`config.mk`:
```
export PLATFORM = sky130hd
export DESIGN_NAME = e_traceback_213
export DESIGN_NICKNAME = d
export VERILOG_FILES = /design/src/rtl/e_traceback_213_pkg.sv /design/src/rtl/e_survivor_mem_213.sv /design/src/rtl/e_traceback_213.sv
export SDC_FILE = /design/constraint.sdc
export NUM_CORES = 1
export LEC_CHECK = 0
export ABC_AREA = 1
export CORE_MARGIN = 2
export CORE_UTILIZATION = 54
export CTS_CLUSTER_SIZE = 14
export DETAILED_ROUTE_END_ITERATION = 10
export PLACE_DENSITY = 0.71
export SLEW_MARGIN = 20
export SYNTH_ARGS = -nofsm -noshare
export SYNTH_HDL_FRONTEND = slang
export SYNTH_SLANG_ARGS = --single-unit
export TNS_END_PERCENT = 20
```
`constraint.sdc`:
```
create_clock -name clk -period 3 [get_ports clk]
set_input_delay 0.6 -clock clk [delete_from_list [all_inputs] [get_ports clk]]
set_output_delay 0.6 -clock clk [all_outputs]
set_load 0.005 [all_outputs]
```
`src/rtl/e_traceback_213_pkg.sv`:
```
// Shared definitions for the (2,1,3) Viterbi traceback survivor-memory unit.
// Holds the trellis geometry, the predecessor function and the control FSM states.
package e_traceback_213_pkg;

   localparam int unsigned M          = 3;
   localparam int unsigned NUM_STATES = 1 << M;
   localparam int unsigned STATE_MSB  = M - 1;

   typedef enum logic [1:0] {
      ST_ACCEPT = 2'd0,
      ST_TRACE  = 2'd1,
      ST_EMIT   = 2'd2,
      ST_DRAIN  = 2'd3
   } tb_state_e;

   // Predecessor of state s along the survivor whose decision bit is d.
   function automatic logic [M-1:0] pred(input logic [M-1:0] s, input logic d);
      return {s[M-2:0], d};
   endfunction

endpackage

```
`src/rtl/e_survivor_mem_213.sv`:
```
// Circular survivor-decision array: DEPTH columns of NUM_STATES decision bits.
// Ports:
//   clk       system clock
//   we_i      write enable for column wcol_i
//   wcol_i    write column index
//   wdata_i   per-state decision bits for the written column
//   rcol_i    read column index
//   rstate_i  read state index within the column
//   rbit_o    decision bit mem[rcol_i][rstate_i] (combinational)
// Contents are not reset; every column is written before it is read.
module e_survivor_mem_213
   import e_traceback_213_pkg::*;
#(
   parameter int unsigned DEPTH = 16,
   parameter int unsigned PTR_W = 4
) (
   input  logic                  clk,
   input  logic                  we_i,
   input  logic [PTR_W-1:0]      wcol_i,
   input  logic [NUM_STATES-1:0] wdata_i,
   input  logic [PTR_W-1:0]      rcol_i,
   input  logic [M-1:0]          rstate_i,
   output logic                  rbit_o
);

   logic [NUM_STATES-1:0] mem_q [DEPTH];

   // Single write port.
   always_ff @(posedge clk) begin
      if (we_i) begin
         mem_q[wcol_i] <= wdata_i;
      end
   end

   // Combinational read of one decision bit.
   assign rbit_o = mem_q[rcol_i][rstate_i];

endmodule

```
`src/rtl/e_traceback_213.sv`:
```
// Traceback survivor-memory unit for the (2,1,3) Viterbi decoder.
// Stores one decision column per accepted trellis step; when the window of
// TB_DEPTH columns is full it walks back TB_DEPTH-1 steps from the best state
// and emits the information bit of the oldest stored step.
// Ports:
//   clk, reset            clock, synchronous active-high reset
//   in_valid / in_ready   decision-column handshake (dec_bits, best_state)
//   out_valid / out_ready decoded-bit handshake (out_bit)
//   flush                 (only with TB_FLUSH_EN) drain the window at end of frame
// Optional feature macro: TB_FLUSH_EN.
module e_traceback_213
   import e_traceback_213_pkg::*;
#(
   parameter int unsigned TB_DEPTH = 16
) (
   input  logic                  clk,
   input  logic                  reset,
   input  logic                  in_valid,
   output logic                  in_ready,
   input  logic [NUM_STATES-1:0] dec_bits,
   input  logic [M-1:0]          best_state,
   output logic                  out_valid,
   input  logic                  out_ready,
   output logic                  out_bit
`ifdef TB_FLUSH_EN
   ,
   input  logic                  flush
`endif
);

   localparam int unsigned PTR_W = (TB_DEPTH > 1) ? $clog2(TB_DEPTH) : 1;
   localparam int unsigned CNT_W = $clog2(TB_DEPTH + 1);

   tb_state_e        state_q;
   logic [PTR_W-1:0] wp_q;
   logic [PTR_W-1:0] col_q;
   logic [PTR_W-1:0] steps_q;
   logic [CNT_W-1:0] cnt_q;
   logic [M-1:0]     ptr_q;
   logic             in_ready_q;
   logic             out_valid_q;
   logic             out_bit_q;
`ifdef TB_FLUSH_EN
   logic             drain_q;
   logic [PTR_W-1:0] wp_dec_d;
`endif

   logic             rd_bit;
   logic             wr_en;
   logic [M-1:0]     ptr_d;
   logic [PTR_W-1:0] col_d;
   logic [PTR_W-1:0] wp_d;

   e_survivor_mem_213 #(
      .DEPTH (TB_DEPTH),
      .PTR_W (PTR_W)
   ) u_mem (
      .clk      (clk),
      .we_i     (wr_en),
      .wcol_i   (wp_q),
      .wdata_i  (dec_bits),
      .rcol_i   (col_q),
      .rstate_i (ptr_q),
      .rbit_o   (rd_bit)
   );

   // Column accepted only in ACCEPT; in_valid elsewhere is dropped.
   assign wr_en = (state_q == ST_ACCEPT) && in_valid;

   // One traceback step and modulo-TB_DEPTH pointer arithmetic.
   assign ptr_d = pred(ptr_q, rd_bit);
   assign col_d = (col_q == '0) ? PTR_W'(TB_DEPTH - 1) : col_q - PTR_W'(1);
   assign wp_d  = (wp_q == PTR_W'(TB_DEPTH - 1)) ? '0 : wp_q + PTR_W'(1);
`ifdef TB_FLUSH_EN
   assign wp_dec_d = (wp_q == '0) ? PTR_W'(TB_DEPTH - 1) : wp_q - PTR_W'(1);
`endif

   // Control FSM with registered handshake outputs.
   always_ff @(posedge clk) begin
      if (reset) begin
         state_q     <= ST_ACCEPT;
         wp_q        <= '0;
         col_q       <= '0;
         steps_q     <= '0;
         cnt_q       <= '0;
         ptr_q       <= '0;
         in_ready_q  <= 1'b1;
         out_valid_q <= 1'b0;
         out_bit_q   <= 1'b0;
`ifdef TB_FLUSH_EN
         drain_q     <= 1'b0;
`endif
      end else begin
         case (state_q)
            ST_ACCEPT: begin
               if (in_valid) begin
                  ptr_q <= best_state;
                  col_q <= wp_q;
                  wp_q  <= wp_d;
                  cnt_q <= cnt_q + CNT_W'(1);
                  if (cnt_q + CNT_W'(1) == CNT_W'(TB_DEPTH)) begin
                     state_q    <= ST_TRACE;
                     in_ready_q <= 1'b0;
                     steps_q    <= PTR_W'(TB_DEPTH - 1);
                  end
               end
`ifdef TB_FLUSH_EN
               else if (flush && (cnt_q != '0)) begin
                  state_q    <= ST_DRAIN;
                  in_ready_q <= 1'b0;
                  drain_q    <= 1'b1;
               end
`endif
            end

            // steps_q is never zero on entry, so the walk ends at exactly the loaded count.
            ST_TRACE: begin
               ptr_q   <= ptr_d;
               col_q   <= col_d;
               steps_q <= steps_q - PTR_W'(1);
               if (steps_q == PTR_W'(1)) begin
                  state_q     <= ST_EMIT;
                  out_valid_q <= 1'b1;
                  out_bit_q   <= ptr_d[STATE_MSB];
               end
            end

            // Oldest column is freed when the decoded bit is taken.
            ST_EMIT: begin
               if (out_ready) begin
                  out_valid_q <= 1'b0;
                  cnt_q       <= cnt_q - CNT_W'(1);
`ifdef TB_FLUSH_EN
                  if (drain_q) begin
                     state_q <= ST_DRAIN;
                  end else begin
                     state_q    <= ST_ACCEPT;
                     in_ready_q <= 1'b1;
                  end
`else
                  state_q    <= ST_ACCEPT;
                  in_ready_q <= 1'b1;
`endif
               end
            end

`ifdef TB_FLUSH_EN
            // Terminated frame: trace from state 0 at the newest column down to the oldest.
            ST_DRAIN: begin
               if (cnt_q == '0) begin
                  state_q    <= ST_ACCEPT;
                  in_ready_q <= 1'b1;
                  drain_q    <= 1'b0;
               end else begin
                  ptr_q   <= '0;
                  col_q   <= wp_dec_d;
                  steps_q <= PTR_W'(cnt_q - CNT_W'(1));
                  if (cnt_q == CNT_W'(1)) begin
                     state_q     <= ST_EMIT;
                     out_valid_q <= 1'b1;
                     out_bit_q   <= 1'b0;
                  end else begin
                     state_q <= ST_TRACE;
                  end
               end
            end
`endif

            default: begin
               state_q    <= ST_ACCEPT;
               in_ready_q <= 1'b1;
            end
         endcase
      end
   end

   assign in_ready  = in_ready_q;
   assign out_valid = out_valid_q;
   assign out_bit   = out_bit_q;

endmodule

```
==> results.tsv, run 1 <==
metric	value	unit
grt_overflow	0	
crit_slowest_cell	dfxtp_1	
worstSetupPathType	flop to flop	
max-vdd-ir-drop	0.5508	mV
path_max_fanout	32	
drtIter0Drc	525	
synth_largest_area_cell	edfxtp_1	
dp.cells	778	
grt_setup_unrepaired	no	
slew_violations	0	
grt_max_degree	65	
antenna_left	0	
synth_cell_types	33	
antenna_found_initial	0	
start_util	55.22	%
synthCells	625	
clk_path_buf_depth	2	
synth_top_area_share	57.95	%
vias	4640	
viasPerCell	5.728	
wl_per_cell	17.97	um
path_cells	inv_2, nand3_1, nand3_1, nand3_1, nand2_1, nand2_1, nand3_1, nand2_1, nand2_1, nand3_1, nand2_1, inv_1	
cts-root-buf	clkbuf_16	
skew	0.01310	ns
crit_required	3.36	ns
cp.arrival	2.60	ns
fmax	447.2	MHz
synth_area_leaders	edfxtp_1 58%, nand2_1 10%, nand3_1 9.4%	
hold_viol	0	
grt_pass1_wl	22.96	mm
numCtsBuffers	17	
power_density	654.7	nW/um2
die_w	114.8	um
port_buffers	17	
post_synth.cell_area_avg	10.61	um2
dieArea	13180	um2
fill_cells	912	
layout_min_cycle_time	2.236	ns
path_delay_family	simple AND/OR/NAND/NOR gates	
syn-num-nets	650	
yosysSeqAreaShare	66.70	%
drv_cap	0	
final_cells	810	
clkLatencyLatePin	0.43	ns
leakage	2.767	nW
critPathLaunchType	flop	
fin_crit_sh	74.54	%
die_h	114.8	um
ys_seq_elements	157	
cts-resized-gates	0	
synth_edf_count	128	
status	finished, final reports clean	
hp-class	flop to flop	
dpl_cell_area	6944	um2
tritoncts	done	
dr.pass1.iters	5	
tightest_slew	1.086	ns
cts_hold_buf	0	
post_cts_buffers	0	
cts_sinks	157	
fin_setup_tns	0	ns
io_pins	18	
place_ws	0.5821	ns
async_flop_share	0	%
endpoint_kind	flop	
setup_violations	0	
setup_ws	0.7639	ns
hold_ws	0.4770	ns
core_area	12010	um2
final_area	7547	um2
num_rows	40	
syn-cell-area	6633	um2
grt_pass1_vias	4487	
path_buf_inv	2	
dp.final_hpwl	9.343	mm
area_growth_syn_to_layout	13.79	%
synth_ff_type	edfxtp_1	
slew_headroom	27.49	%
path_clk_slew	0.06	ns
drc	0	
max_stage_delay	0.74	ns
gp_congestion	0.8789	
fin_nets	675	
htree_levels	4	
grtUsageTotal	23.74	%
antennaDiodeCount	0	
drive_gt1_share	7.391	%
drt-total-wl	14.56	mm
yosysWarnings	0	
path summary, 6_finish.rpt:
kind | start | end | slack [ns] | depth (start not counted)
max | flop | ptr_q[0] | 0.76 | 12
min | out_valid | out_valid | 0.48 | 2
max reg2reg | flop | ptr_q[0] | 0.76 | 12
min reg2reg | out_valid | out_valid | 0.48 | 2
cells in the mapped netlist, types with 10 or more instances:
library cell  count
dfxtp_1          29
nand2_1         181
buf_2            17
a21oi_1          14
nand3_1         124
edfxtp_1        128
o21ai_0          11
ha_1             10
nor2_1           32
inv_1            30
cell usage in the layout, fill, tap and decap left out:
master             n
nor4_1             1
nand3_1          124
clkbuf_16         17
clkinv_1           2
clkdlybuf4s50_1   17
a31oi_1            5
clkinvlp_4         1
nand2_1          181
o221ai_1           1
o21ai_1            1
ha_1              10
xnor2_1            3
xor2_1             2
a221oi_1           2
inv_1             30
clkbuf_8           1
nand4_1            1
dfxtp_1           28
a21oi_1           14
clkinv_2           2
bufinv_16          4
a211oi_1           5
clkbuf_1           6
edfxtp_1         128
nor2_1            32
nor2_2             1
nor3_1             5
o22ai_1            1
buf_4             16
or2_1              1
o211ai_1           3
nand2_2            1
or2_2              1
nor2_4             1
dfxtp_2            1
o21ai_0           11
inv_2              3
worst register-to-register path: cells and delay by family, from the launching register on:
family / cells / cell delay (ns)
buffers and inverters: 2 / 0.50
DFF: 1 / 0.74
and+or+nand+nor: 10 / 0.96
power breakdown:
group	switching, W	internal (W)
clock network	0.000788	0.00141
logic	0.000218	0.000102
registers	0.0000307	0.00239
total	0.00104	0.00390
registers in the layout, summed over array words and instances (netlist names), named ones only:
name	flops
in_ready	1
col_q	4
state_q	2
out_bit	1
u_mem.mem_q	128
wp_q	4
steps_q	4
ptr_q	3
cnt_q	5
out_valid	1
through the flow:
stage / power [W] / util [%]
2_1_floorplan: 0.002665 / -
3_3_place_gp: 0.002774 / 57.81
3_5_place_dp: 0.002785 / 57.81
4_1_cts: 0.004963 / 62.83
5_1_grt: 0.005097 / 62.83
6_report: 0.004941 / 62.83
area by class of cell:
type,instances,area (um2),share of cell area [%]
Clock buffer,24,461.7,6.117
Sequential cell,157,4425,58.64
Multi-Input combinational cell,407,1917,25.40
Inverter,34,127.6,1.691
Timing Repair Buffer,33,290.3,3.846
Clock inverter,8,141.4,1.873
Tap cell,147,183.9,2.437
cell families (layout without fill, tap and decap cells):
group | Yosys count | count (layout) | share of synthesized area, %
flip-flops | 157 | 157 | 66.70
adder cells (fa/ha/maj) | 10 | 10 | 1.886
buffers and inverters | 61 | 99 | 4.395
XOR/XNOR | 5 | 5 | 0.6604
AO/OA/AOI/OAI | 43 | 43 | 3.830
AND/OR/NAND/NOR | 349 | 349 | 22.52
per-layer routing:
metal / vias to the layer above / track usage [%] / part of all wire, %
li1: 2219 / - / -
met1: 2211 / 31.27 / 43
met2: 186 / 39.13 / 49
met3: 24 / 5.113 / 6.3
met4: 0 / 8.996 / 1.7
met5: - / 0 / 0
No activity file was read; power rests on OpenSTA's default activity.
==> inputs of run 2 (changes only) <==
--- a/config.mk
+++ b/config.mk
@@ -10,7 +10,7 @@
 export CORE_UTILIZATION = 54
 export CTS_CLUSTER_SIZE = 14
 export DETAILED_ROUTE_END_ITERATION = 10
-export PLACE_DENSITY = 0.71
+export PLACE_DENSITY = 0.74
 export SLEW_MARGIN = 20
 export SYNTH_ARGS = -nofsm -noshare
 export SYNTH_HDL_FRONTEND = slang
==> constraint.sdc (replaced) <==
create_clock -name clk -period 1.8 [get_ports clk]
set_input_delay 0.36 -clock clk [delete_from_list [all_inputs] [get_ports clk]]
set_output_delay 0.36 -clock clk [all_outputs]
set_load 0.005 [all_outputs]
==> results.tsv, run 2 (synthesized netlist as in run 1, its figures left out) <==
metric	value	unit
status	finished, final reports clean	
holdPathStages	2	
fin_setup_tns	0	ns
grtUsageTotal	24.91	%
worstSetupPathType	flop to flop	
mostFrequentLayoutCell	nand2_1	
final_cell_mix	179 x nand2_1, 128 x edfxtp_1, 121 x nand3_1	
leakage	2.941	nW
critPathLaunchType	flop	
power_density	1041	nW/um2
port_buffers	17	
vias	4830	
dr.pass1.iters	5	
path_max_fanout	32	
final_area	7840	um2
top_register	u_mem.mem_q	
skew	0.01071	ns
fmax	586.6	MHz
crit_required	2.12	ns
numCtsBuffers	17	
grt_setup_unrepaired	yes	
grt_pass1_wl	24.19	mm
max-vdd-ir-drop	0.5844	mV
slew_headroom	63.87	%
die_h	114.8	um
setup_violations	0	
reg2reg_depth	14	
cts_hold_buf	0	
area_growth_syn_to_layout	18.20	%
drv_cap	0	
power	0.008163	W
drive_gt1_share	13.31	%
htree_levels	4	
drt-total-wl	15.67	mm
start_util	55.22	%
fin_crit_sh	94.70	%
drtIter0Drc	435	
path_clk_slew	0.06	ns
grt_overflow	0	
dp.cells	803	
grt_max_degree	60	
cts_sinks	157	
antenna_left	0	
grt_pass1_vias	4737	
cts-root-buf	clkbuf_16	
largest_reg_flops	128	
tightest_slew	0.5413	ns
drc	0	
tritoncts	done	
dpl_cell_area	7182	um2
hold_viol	0	
hp-class	flop to flop	
io_pins	18	
dieArea	13180	um2
top_regs	u_mem.mem_q: 128 flops, cnt_q: 5 flops	
num_rows	40	
antennaDiodeCount	0	
slew_violations	0	
layout_min_cycle_time	1.705	ns
core_area	12010	um2
clkLatencyLatePin	0.42	ns
antenna_found_initial	0	
cp.arrival	2.03	ns
die_w	114.8	um
fin_nets	703	
final_cells	838	
viasPerCell	5.764	
clk_path_buf_depth	2	
wl_per_cell	18.70	um
dp.final_hpwl	9.800	mm
gp_congestion	0.9651	
endpoint_kind	flop	
-- run 2: layer usage --
layer,part of all wire (%),GRT usage [%],wire length (um),vias to the layer above
met2,49,40.43,7689,247
met1,40,32.46,6340,2268
li1,-,-,-,2279
met3,8.1,5.588,1264,36
met4,2.4,11.16,377,0
met5,0,0,0,-
-- run 2: worst max-delay path: stages (launching register included) --
cell and delay [ns]:
dfxtp_4 0.41, inv_2 0.08, buf_12 0.17, nand2_1 0.07
nand3_1 0.08, nand3_1 0.13, nand3_1 0.12, nand2_1 0.08
nand2_1 0.05, nand3_1 0.08, nand2_1 0.06, nand2_1 0.06
nand3_1 0.06, nand2_1 0.08, inv_1 0.04
-- run 2: path summary, 6_finish.rpt --
check / endpoint / startpoint / slack [ns]
worst max-delay path: ptr_q[0] / flop / 0.1
worst max register to register: ptr_q[0] / flop / 0.1
worst min-delay path: out_valid / out_valid / 0.48
worst min register to register: out_valid / out_valid / 0.48
-- run 2: area by class of cell --
type / instances / area (um2)
fillers: 895 / 4172
clock buffers: 17 / 425.4
repair buffers: 61 / 568.0
multi-input cells: 407 / 1944
clock inverters: 15 / 158.9
well taps: 147 / 183.9
flip-flops and latches: 157 / 4432
inverters: 34 / 127.6
-- run 2: metrics by stage --
step | hold slack [ns] | setup WS, ns | utilization [%]
after floorplan | 0.4385 | 0.1059 | -
after global placement | 0.4571 | -0.1001 | 59.79
after detailed placement | 0.4710 | -0.1242 | 59.79
after CTS | 0.4838 | 0.02592 | 64.66
after global routing | 0.5110 | -0.02902 | 65.27
final | 0.4799 | 0.09532 | 65.27
-- run 2: what timing repair did --
item                       4_1_cts  5_1_grt
gates resized for setup          0       11
setup buffers                    0        2
setup endpoints to repair        0        6
-- run 2: power breakdown --
part	switching (W)	leakage (nW)	internal [W]
Clock	0.00146	0.289	0.00207
Sequential	0.0000502	1.40	0.00399
Combinational	0.000383	1.26	0.000218
==> inputs of run 3 (changes only) <==
--- a/config.mk
+++ b/config.mk
@@ -7,10 +7,10 @@
 export LEC_CHECK = 0
 export ABC_AREA = 1
 export CORE_MARGIN = 2
-export CORE_UTILIZATION = 54
+export CORE_UTILIZATION = 55
 export CTS_CLUSTER_SIZE = 14
 export DETAILED_ROUTE_END_ITERATION = 10
-export PLACE_DENSITY = 0.74
+export PLACE_DENSITY = 0.75
 export SLEW_MARGIN = 20
 export SYNTH_ARGS = -nofsm -noshare
 export SYNTH_HDL_FRONTEND = slang
==> results.tsv, run 3 (synthesized netlist as in run 1, its figures left out) <==
metric	value	unit
dpl_cell_area	7197	um2
path_delay_family	simple AND/OR/NAND/NOR gates	
max_stage_delay	0.37	ns
top_regs	u_mem.mem_q: 128 flops, cnt_q: 5 flops	
fin_setup_tns	0	ns
fmax	609.7	MHz
grt-busiest-layer	met2	
final_cells	837	
fin_crit_sh	91.12	%
hold_viol	0	
critPathLaunchType	flop	
slew_violations	0	
grt_pass1_vias	4626	
slew_headroom	70.36	%
port_buffers	17	
start_util	55.68	%
ff_latch_area	4428	um2
multiInputGateArea	1917	um2
crit_required	2.13	ns
setup_violations	0	
max-vdd-ir-drop	0.7194	mV
grt_max_degree	49	
core_area	11910	um2
layout_min_cycle_time	1.640	ns
cts_sinks	157	
gp_congestion	1.031	
die_h	113.8	um
cp.arrival	1.97	ns
cts-root-buf	clkbuf_16	
holdPathStages	2	
drt-total-wl	15.04	mm
largest_reg_flops	128	
path_max_fanout	32	
dieArea	12950	um2
grt_setup_unrepaired	yes	
fill_cells	901	
use_met3	5.792	%
reg2reg_depth	14	
dr.pass1.iters	8	
drc	0	
tightest_slew	0.4442	ns
drive_gt1_share	12.17	%
num_rows	40	
io_pins	18	
final_cell_mix	181 x nand2_1, 128 x edfxtp_1, 124 x nand3_1	
htree_levels	4	
grt_pass1_wl	23.84	mm
use_met2	40.48	%
power	0.008112	W
met1_usage	32.50	%
antennaDiodeCount	0	
hp-class	flop to flop	
die_w	113.8	um
viasPerCell	5.728	
crit_slowest_cell	dfxtp_2	
clkLatencyLatePin	0.43	ns
crit_top_cell	nand2_1	
tritoncts	done	
mostFrequentLayoutCell	nand2_1	
skew	0.006766	ns
antenna_left	0	
path_cells	inv_2, buf_12, nand2_1, nand3_1, nand3_1, nand3_1, nand2_1, nand2_1, nand3_1, nand2_1, nand2_1, nand3_1, nand2_1, inv_1	
setup_ws	0.1598	ns
power_density	1043	nW/um2
grt_overflow	0	
endpoint_kind	flop	
worstSetupPathType	flop to flop	
area_growth_syn_to_layout	17.28	%
post_cts_buffers	0	
dp.final_hpwl	10.05	mm
grtUsageTotal	25.14	%
leakage	2.911	nW
clk_path_buf_depth	2	
antenna_found_initial	0	
fin_nets	702	
drtIter0Drc	588	
numCtsBuffers	17	
path_buf_inv	3	
place_ws	-0.1074	ns
status	finished, final reports clean	
cts_hold_buf	0	
cp_num_cells	14	
dp.cells	805	
wl_per_cell	17.97	um
drv_cap	0	
top_register	u_mem.mem_q	
final_area	7779	um2
path_clk_slew	0.06	ns
vias	4794	
==> run 3: metal layers <==
layer,part of all wire [%],vias up
met4,2.7,0
met3,7.6,44
met5,0,-
li1,-,2270
met2,48,223
met1,42,2257
==> run 3: final timing paths <==
check	startpoint	to	slack (ns)
setup / recovery	flop	ptr_q[0]	0.16
hold / removal	steps_q[2]	steps_q[2]	0.49
setup reg to reg	flop	ptr_q[0]	0.16
hold reg to reg	steps_q[2]	steps_q[2]	0.49
==> run 3: final cells by class <==
| class | count | area share (%) |
|---|---|---|
| Inverter | 34 | 1.641 |
| Clock buffer | 18 | 5.517 |
| Sequential cell | 157 | 56.92 |
| Clock inverter | 14 | 1.930 |
| Tap cell | 147 | 2.364 |
| Timing Repair Buffer | 60 | 6.981 |
| Multi-Input combinational cell | 407 | 24.64 |
==> run 3: where the power goes <==
part / total, W / internal [W] / leakage, nW / switching (W)
sequential: 0.00403 / 0.00399 / 1.39 / 0.0000440
clock: 0.00347 / 0.00196 / 0.282 / 0.00152
combinational: 0.000609 / 0.000214 / 1.23 / 0.000394
total: 0.00811 / 0.00616 / 2.91 / 0.00195
==> run 3: repair_timing <==
item	in CTS	in global routing
hold endpoints to repair	0	0
resized for setup	0	2
endpoints found under the setup margin	0	4
==> run 3: worst min-delay path, cell delays in order (launching register included) <==
cell     delay, ns
dfxtp_1       0.31
nand2_1       0.06
a31oi_1       0.06
==> run 3: through the flow <==
stage          hold slack (ns)  utilization, %
2_1_floorplan           0.4385               -
3_3_place_gp            0.4569           60.42
3_5_place_dp            0.4806           60.42
4_1_cts                 0.4924           65.28
5_1_grt                 0.4974           65.30
6_report                0.4855           65.30
